==> config.mk <==
export PLATFORM = sky130hd
export DESIGN_NAME = sc_stream_decoder
export DESIGN_NICKNAME = d
export VERILOG_FILES = /design/src/rtl/sc_stream_decoder.sv
export SDC_FILE = /design/constraint.sdc
export NUM_CORES = 1
export LEC_CHECK = 0
export ABC_AREA = 1
export CAP_MARGIN = 20
export CORE_ASPECT_RATIO = 0.75
export CORE_MARGIN = 4
export CORE_UTILIZATION = 60
export CTS_BUF_LIST = sky130_fd_sc_hd__clkbuf_16
export CTS_CLUSTER_DIAMETER = 50
export DETAILED_ROUTE_END_ITERATION = 8
export DONT_BUFFER_PORTS = 1
export PLACE_DENSITY = 0.82
export SKIP_CTS_REPAIR_TIMING = 1
export SYNTH_ARGS = -nofsm -noshare
export SYNTH_HDL_FRONTEND = slang
export SYNTH_SLANG_ARGS = --single-unit
==> constraint.sdc <==
create_clock -name clock -period 2.8 [get_ports clock]
set_input_delay 0.42 -clock clock [delete_from_list [all_inputs] [get_ports clock]]
set_output_delay 0.42 -clock clock [all_outputs]
set_load 0.1 [all_outputs]
==> src/rtl/sc_stream_decoder.sv <==
`default_nettype none
// ============================================================================
// Module   : sc_stream_decoder
// Brief    : Stochastic-to-binary back end. Counts ones on LANES parallel
//            stochastic bit lanes over a 2^N-cycle window and returns the
//            unipolar count or the signed bipolar value under valid/ready.
// Revision : 1.0 - initial release
// ============================================================================
module sc_stream_decoder #(
    parameter  int N     = 12,
    parameter  int LANES = 4,
    localparam int OUT_W = N + $clog2(LANES) + 2
) (
    input  logic             clock,
    input  logic             reset_n,
    input  logic             start,
    input  logic             bipolar,
    input  logic [LANES-1:0] bit_in,
    output logic             busy,
    output logic             out_valid,
    output logic [OUT_W-1:0] out_data,
    input  logic             out_ready
);

    // Full-scale ones count (every lane high for the whole window).
    localparam logic [OUT_W-1:0] c_FULL     = OUT_W'(LANES * (2 ** N));
    localparam logic [N-1:0]     c_CYC_LAST = {N{1'b1}};

    typedef enum logic [1:0] {
        S_IDLE  = 2'd0,
        S_COUNT = 2'd1,
        S_HOLD  = 2'd2
    } state_t;

    state_t           r_state;
    state_t           w_state_next;
    logic [N-1:0]     r_cyc;
    logic [OUT_W-1:0] r_acc;
    logic             r_bipolar;
    logic             r_busy;
    logic             r_out_valid;
    logic [OUT_W-1:0] r_out_data;

    logic             w_accept;
    logic [OUT_W-1:0] w_pop;
    logic [OUT_W-1:0] w_sum;
    logic [OUT_W-1:0] w_result;

    // Population count of the current lane bits.
    always_comb begin
        w_pop = '0;
        for (int i = 0; i < LANES; i++) begin
            w_pop = w_pop + OUT_W'(bit_in[i]);
        end
    end

    // Running total including this cycle's sample, and the formatted result.
    // Bipolar arithmetic is done modulo 2^OUT_W, which yields two's complement.
    always_comb begin
        w_sum    = r_acc + w_pop;
        w_result = r_bipolar ? ((w_sum << 1) - c_FULL) : w_sum;
    end

    // A window opens from IDLE, or from HOLD in the same cycle the result is taken.
    assign w_accept = start && ((r_state == S_IDLE) ||
                                ((r_state == S_HOLD) && out_ready));

    // Next-state logic.
    always_comb begin
        w_state_next = r_state;
        case (r_state)
            S_IDLE:  if (start) w_state_next = S_COUNT;
            S_COUNT: if (r_cyc == c_CYC_LAST) w_state_next = S_HOLD;
            S_HOLD:  if (out_ready) w_state_next = start ? S_COUNT : S_IDLE;
            default: w_state_next = S_IDLE;
        endcase
    end

    // State register plus registered busy/valid flags decoded from next state.
    always_ff @(posedge clock or negedge reset_n) begin
        if (!reset_n) begin
            r_state     <= S_IDLE;
            r_busy      <= 1'b0;
            r_out_valid <= 1'b0;
        end else begin
            r_state     <= w_state_next;
            r_busy      <= (w_state_next == S_COUNT);
            r_out_valid <= (w_state_next == S_HOLD);
        end
    end

    // Window datapath: the accept cycle is sample 0, so the accumulator is
    // loaded rather than cleared, and the last sample folds straight into the result.
    always_ff @(posedge clock or negedge reset_n) begin
        if (!reset_n) begin
            r_cyc      <= '0;
            r_acc      <= '0;
            r_bipolar  <= 1'b0;
            r_out_data <= '0;
        end else if (w_accept) begin
            r_cyc     <= N'(1);
            r_acc     <= w_pop;
            r_bipolar <= bipolar;
        end else if (r_state == S_COUNT) begin
            r_cyc <= r_cyc + N'(1);
            r_acc <= w_sum;
            if (r_cyc == c_CYC_LAST) begin
                r_out_data <= w_result;
            end
        end
    end

    assign busy      = r_busy;
    assign out_valid = r_out_valid;
    assign out_data  = r_out_data;

endmodule
`default_nettype wire

==> results of run 1 <==
[worst register-to-register path, cell delays in order (launching register included)]
cell     delay [ns]
dfrtp_1        0.38
ha_4           0.15
inv_1          0.06
fa_2           0.38
inv_2          0.08
nand2_4        0.07
a21oi_4        0.27
nand3_2        0.13
nand2_1        0.10
nand2_2        0.08
nand2_1        0.07
nand3_1        0.06
nand2_1        0.09
nand2_1        0.05
[power by group through the flow]
stage / clock (mW) / combinational, mW / sequential (mW)
after floorplan: 0 / 0.596 / 0.928
after global placement: 0 / 0.770 / 0.973
after detailed placement: 0 / 0.817 / 0.978
after CTS: 0.594 / 0.831 / 0.969
after global routing: 0.625 / 1.09 / 1.00
final: 0.601 / 0.980 / 0.989
[kinds of logic (layout without fill, tap and decap cells)]
| family | count (synthesis) | after routing | synth area share, % |
|---|---|---|---|
| XOR/XNOR | 6 | 6 | 1.92 |
| AO/OA/AOI/OAI | 55 | 55 | 11.7 |
| flip-flops | 49 | 49 | 44.9 |
| AND/OR/NAND/NOR | 179 | 179 | 28.3 |
| buffers and inverters | 62 | 80 | 8.94 |
| adder cells (fa/ha/maj) | 8 | 8 | 4.22 |
[cell usage in the layout (no fill, tap or decap), types with 3 or more instances in the layout]
cell,Yosys,routed
a21oi_1,8,7
a31oi_1,3,3
buf_4,0,15
clkbuf_16,0,5
dfrtp_1,49,49
ha_4,0,4
inv_1,51,50
inv_2,3,5
nand2_1,118,114
nand2_2,0,3
nand3_1,24,23
nand4_1,4,4
nor2_1,22,22
nor3_1,5,5
o21ai_0,24,23
o21ai_1,6,5
o21ai_2,2,4
o22ai_1,4,4
xor2_2,0,3
[registers in the layout, summed over array words and instances, names as in the netlist]
| name | cells |
|---|---|
| r_bipolar | 1 |
| r_cyc | 12 |
| out_valid | 1 |
| r_acc | 16 |
| out_data | 16 |
| busy | 1 |
| r_state | 2 |
[stage by stage]
stage               utilization (%)  setup slack (ns)  hold slack, ns
floorplan                         -          0.000795           0.124
global placement               68.0            -0.159           0.125
detailed placement             68.0            -0.211           0.126
CTS                            71.4            0.0166          -0.183
global route                   75.1           -0.0132           0.287
finish                         75.1            0.0915           0.262
[cell type report]
| type | count | area [um^2] |
|---|---|---|
| clock buffer | 5 | 125 |
| clock inverter | 3 | 17.5 |
| fill | 291 | 1050 |
| inverter | 55 | 209 |
| multi-input combinational | 248 | 1380 |
| sequential | 49 | 1230 |
| tap | 55 | 68.8 |
| timing repair buffer | 17 | 150 |
[routing by layer]
layer  share of wire, %  vias up  track usage [%]
li1                   -     1170                -
met4                2.1        0             8.89
met3                 11       24             8.59
met5                  0        -                0
met1                 42     1193             36.7
met2                 44      170             37.6
[worst max-delay path by stage]
stage                     startpoint            to  slack (ns)  cells after the start
final                      bit_in[3]  out_data[15]        0.09                     17
after global routing       bit_in[3]  out_data[15]       -0.01                     17
after CTS                  bit_in[0]   out_data[4]        0.02                     13
after detailed placement   bit_in[0]  out_data[11]       -0.21                     15
after global placement     bit_in[0]  out_data[11]       -0.16                     15
after floorplan            bit_in[0]  out_data[11]      0.0008                     15
==> impl_metrics.csv, run 1 <==
group,metric,value,unit
run_status,outcome,"complete, no violations",
clocking,cts.path.max_buffers,2,
global_routing,grt_pass1_wl,11400,um
floorplanning,die_h,66.4,um
drt,drt_pass1_iterations,6,
place,io_buffers,0,
final_layout,final_layout_size_suffix_gt1_share,14.3,%
sta,period_needed,2.71,ns
sta,period_share,96.7,%
drt,avgRoutedWirePerCell,16.9,um
worst_setup_path,critPathBufInv,4,
synthesis,synth_edf_count,0,
clocking,cts_tree,"yes",
pwr,leakage,1.59,nW
synthesis,ys.warnings.count,0,
drt,drc,0,
clocking,numCtsBuffers,5,
hold_path,min_to,"r_bipolar",
floorplanning,core.rowCount,20,
worst_setup_path,arrival,2.89,ns
sta,setup-violations-final,0,
drt,drtIter0Drc,322,
job,maxCapViolations,0,
synthesis,yosysMostFrequentCell,"nand2_1",
hold_path,hp-class,"input port to flip-flop",
drt,vias,2557,
pwr,seqPwrFrac,38.5,%
floorplanning,initial_core_util,64.6,%
worst_setup_path,path_cells,"inv_1 -> fa_1 -> inv_2 -> ha_4 -> ha_4 -> inv_1 -> fa_2 -> inv_2 -> nand2_4 -> a21oi_4 -> nand3_2 -> nand2_1 -> nand2_2 -> nand2_1 -> nand3_1 -> nand2_1 -> nand2_1",
synthesis,async_reset_ff_share,100,%
sta,hold_viol_final,0,
synthesis,yosysSeqAreaShare,44.9,%
pwr,powerDensity,808,nW/um^2
clocking,cts_max_level,2,
global_routing,grt_overflow_total,0,
synthesis,ys_ff_latch,49,
worst_setup_path,r2r_cells,13,
pwr,peakVddDrop,0.477,mV
place,dp_hpwl,4730,um
synthesis,synthTopCellsByCount,"nand2_1, inv_1, dfrtp_1",
worst_setup_path,cpMaxStageDelayCell,"fa_1",
worst_setup_path,cp-start-kind,"input port",
sta,fmax,369,MHz
pwr,internal_power,1.52,mW
pwr,p_switching,1.05,mW
synthesis,synth_ff_type,"dfrtp_1",
clocking,clock-sinks,49,
final_layout,stdcell_area,3180,um^2
clocking,cts-root-buf,"clkbuf_16",
sta,fin_skew,0.00778,ns
hold_path,whs_path_depth,2,
clocking,clkTransAtPathRegs,0.07,ns
synthesis,syn-num-nets,376,
floorplanning,core,4230,um^2
global_routing,grt_use_total,26.1,%
synthesis,synth_cells,359,
worst_setup_path,r2r_slack,0.73,ns
clocking,clk_latency,0.29,ns
worst_setup_path,worstPathMaxFanout,7,
pwr,pwr-share-comb,38.1,%
pwr,finalPower,2.57,mW
synthesis,synth.distinct_cells,33,
hold_path,worstHoldStart,"bipolar",
sta,tns,0,ns
worst_setup_path,rr_startpoint,"r_acc[0]",
synthesis,synth_top_area_share,44.9,%
global_routing,grt_max_degree,50,
floorplanning,die_w,85.9,um
drt,wl,7320,um
floorplanning,io_pins,27,
place,dp.cells,420,
final_layout,fin_nets,393,
worst_setup_path,cp-end-kind,"flip-flop",
worst_setup_path,crit_family,"adder cells",
sta,max_slew_margin,37.4,%
worst_setup_path,required,2.98,ns
pwr,p_sw_share,40.9,%
worst_setup_path,critPathKind,"input port to flip-flop",
final_layout,synthToLayoutAreaGrowth,16.4,%
drt,viasPerCell,5.92,
sta,maxSlewViolCount,0,
synthesis,synth_area_leaders,"dfrtp_1, nand2_1, inv_1, nand3_1, o21ai_0",
place,place_area,2880,um^2
final_layout,n_antenna_cell,0,
global_routing,antenna_found_initial,0,
worst_setup_path,max_stage_delay,0.54,ns
synthesis,syn_area_per_cell,7.60,um^2
worst_setup_path,critPathMostFrequentCell,"nand2_1",
global_routing,grt_pass1_vias,2336,
floorplanning,die_area,5700,um^2
final_layout,fin_cells,432,
drt,ant_nets,0,
synthesis,yosys.area.top_type,"dfrtp_1",
pwr,clkPwrFrac,23.4,%
place,gp_congestion,0.921,
worst_setup_path,r2r-end,"out_data[15]",
sta,worst_slew_pin_slew,0.939,ns
synthesis,syn_area,2730,um^2
Power figures use the tool's default switching activity.
==> run 2, diff against run 1 <==
--- a/config.mk
+++ b/config.mk
@@ -6,8 +6,6 @@
 export NUM_CORES = 1
 export LEC_CHECK = 0
 export ABC_AREA = 1
-export CAP_MARGIN = 20
-export CORE_ASPECT_RATIO = 0.75
 export CORE_MARGIN = 4
 export CORE_UTILIZATION = 60
 export CTS_BUF_LIST = sky130_fd_sc_hd__clkbuf_16
==> impl_metrics.csv, run 2 (synthesized netlist as in run 1, its figures left out) <==
group,metric,value,unit
worst_setup_path,rr_startpoint,"r_acc[0]",
floorplanning,initial_core_util,62.3,%
floorplanning,core.rowCount,24,
clocking,cts_max_level,2,
sta,fin_skew,0.00424,ns
sta,rsz0062_at_grt,"yes",
place,gp_congestion,0.890,
drt,wl,6450,um
worst_setup_path,endpoint,"out_data[11]",
pwr,internal_power,1.48,mW
drt,drc,0,
global_routing,use_met2,36.2,%
hold_path,hp-class,"input port to flip-flop",
clocking,cts_tree,"yes",
pwr,clkPwrFrac,24.6,%
drt,avgRoutedWirePerCell,15.0,um
final_layout,fillers,328,
clocking,cts-root-buf,"clkbuf_16",
floorplanning,die_w,75.5,um
worst_setup_path,path_cells,"inv_1 -> fa_1 -> inv_1 -> ha_4 -> ha_2 -> inv_1 -> fa_2 -> inv_1 -> nand2_2 -> a21oi_4 -> buf_4 -> nand2_1 -> xor2_2 -> nand2_1 -> nand3_1 -> nand2_1",
sta,period_needed,2.70,ns
sta,fmax,370,MHz
pwr,powerDensity,785,nW/um^2
clocking,clk_latency,0.29,ns
place,dp_slack,-0.200,ns
pwr,pwr-share-comb,35.6,%
drt,viasPerCell,5.65,
place,io_buffers,0,
floorplanning,die_area,5690,um^2
global_routing,grt_max_degree,50,
worst_setup_path,crit_family,"adder cells",
sta,period_share,96.6,%
final_layout,synthToLayoutAreaGrowth,14.2,%
worst_setup_path,cpMaxStageDelayCell,"fa_1",
worst_setup_path,required,2.98,ns
sta,hold_viol_final,0,
worst_setup_path,critPathKind,"input port to flip-flop",
sta,maxSlewViolCount,0,
sta,worst_slew_pin_slew,0.927,ns
hold_path,worstHoldStart,"bipolar",
worst_setup_path,cp-end-kind,"flip-flop",
global_routing,top_usage_layer,"met2",
final_layout,final_cell_mix,"nand2_1, inv_1, dfrtp_1, nand3_1, o21ai_0",
worst_setup_path,r2r_cells,12,
global_routing,grt_pass1_vias,2202,
pwr,finalPower,2.45,mW
floorplanning,io_pins,27,
sta,max_slew_margin,38.2,%
worst_setup_path,worstPathMaxFanout,5,
place,dp.cells,416,
pwr,peakVddDrop,0.374,mV
final_layout,final_layout_size_suffix_gt1_share,12.2,%
worst_setup_path,startpoint,"bit_in[0]",
global_routing,antenna_found_initial,0,
drt,vias,2430,
clocking,numCtsBuffers,5,
global_routing,grtUsageMet3,5.41,%
global_routing,grt_use_total,23.3,%
clocking,cts.path.max_buffers,2,
final_layout,fin_nets,394,
worst_setup_path,r2r-end,"out_data[11]",
global_routing,grt_pass1_wl,10200,um
pwr,leakage,1.58,nW
pwr,seqPwrFrac,39.7,%
pwr,p_sw_share,39.5,%
worst_setup_path,worst-path-stages,16,
sta,tns,0,ns
worst_setup_path,critPathMostFrequentCell,"inv_1",
global_routing,grt_use_met1,32.4,%
drt,ant_nets,0,
floorplanning,core,4380,um^2
final_layout,n_antenna_cell,0,
worst_setup_path,r2r_slack,0.75,ns
final_layout,final_util,71.1,%
drt,drtIter0Drc,282,
sta,setup-violations-final,0,
clocking,clock-sinks,49,
pwr,p_switching,0.967,mW
job,maxCapViolations,0,
floorplanning,die_h,75.5,um
global_routing,grt_overflow_total,0,
sta,setup_slack,0.0955,ns
final_layout,fin_cells,430,
run_status,outcome,"complete, no violations",
final_layout,layout_commonest_cell,"nand2_1",
worst_setup_path,critPathBufInv,5,
worst_setup_path,cp-start-kind,"input port",
place,dp_hpwl,4350,um
worst_setup_path,arrival,2.89,ns
clocking,clkTransAtPathRegs,0.07,ns
worst_setup_path,max_stage_delay,0.52,ns
drt,drt_pass1_iterations,7,
[run 2: changes by cell type in the layout (fill, tap and decap cells not counted), sizes merged]
| cell | change |
|---|---|
| clkinv | -1 |
| buf | +1 |
| inv | -1 |
| clkinvlp | +2 |
[run 2: worst reg2reg max path, cell delays in order, from the launching register on]
cell,delay (ns)
dfrtp_1,0.35
ha_2,0.18
inv_1,0.07
fa_2,0.37
inv_1,0.07
nand2_2,0.07
a21oi_4,0.19
buf_4,0.15
nand2_1,0.07
xor2_2,0.18
nand2_1,0.07
nand3_1,0.10
nand2_1,0.06
[run 2: stage by stage]
step	hold WS (ns)	instance area, um^2
after detailed placement	0.125	2870
after CTS	-0.185	3010
after global placement	0.126	2870
after global routing	0.298	3120
final	0.265	3120
after floorplan	0.124	2750
[run 2: power groups by stage]
stage          sequential [mW]  combinational [mW]  clock, mW
2_1_floorplan            0.928               0.596          0
3_3_place_gp             0.971               0.763          0
3_5_place_dp             0.975               0.794          0
4_1_cts                  0.966               0.811      0.601
5_1_grt                  0.990               0.968      0.632
6_report                 0.973               0.872      0.603
[run 2: final cells by class]
| cell class | instances | area (um^2) | area share, % |
|---|---|---|---|
| timing repair buffer | 18 | 161 | 5.18 |
| clock buffer | 5 | 125 | 4.01 |
| multi-input combinational | 248 | 1310 | 42.1 |
| sequential | 49 | 1230 | 39.3 |
| inverter | 55 | 209 | 6.70 |
| clock inverter | 3 | 18.8 | 0.602 |
| tap | 52 | 65.1 | 2.09 |
[run 2: worst min-delay path by stage]
stage	slack (ns)	endpoint	depth (start not counted)
after detailed placement	0.13	out_data[15]	0
after CTS	-0.19	r_acc[1]	0
final	0.26	r_bipolar	2
after global placement	0.13	out_data[15]	0
after global routing	0.30	r_bipolar	2
after floorplan	0.12	busy	0
[run 2: layer usage]
layer / up-vias / share of wire, %
met4: 0 / 1.9
met2: 118 / 47
met3: 19 / 8.4
li1: 1171 / -
met1: 1122 / 43
met5: - / 0
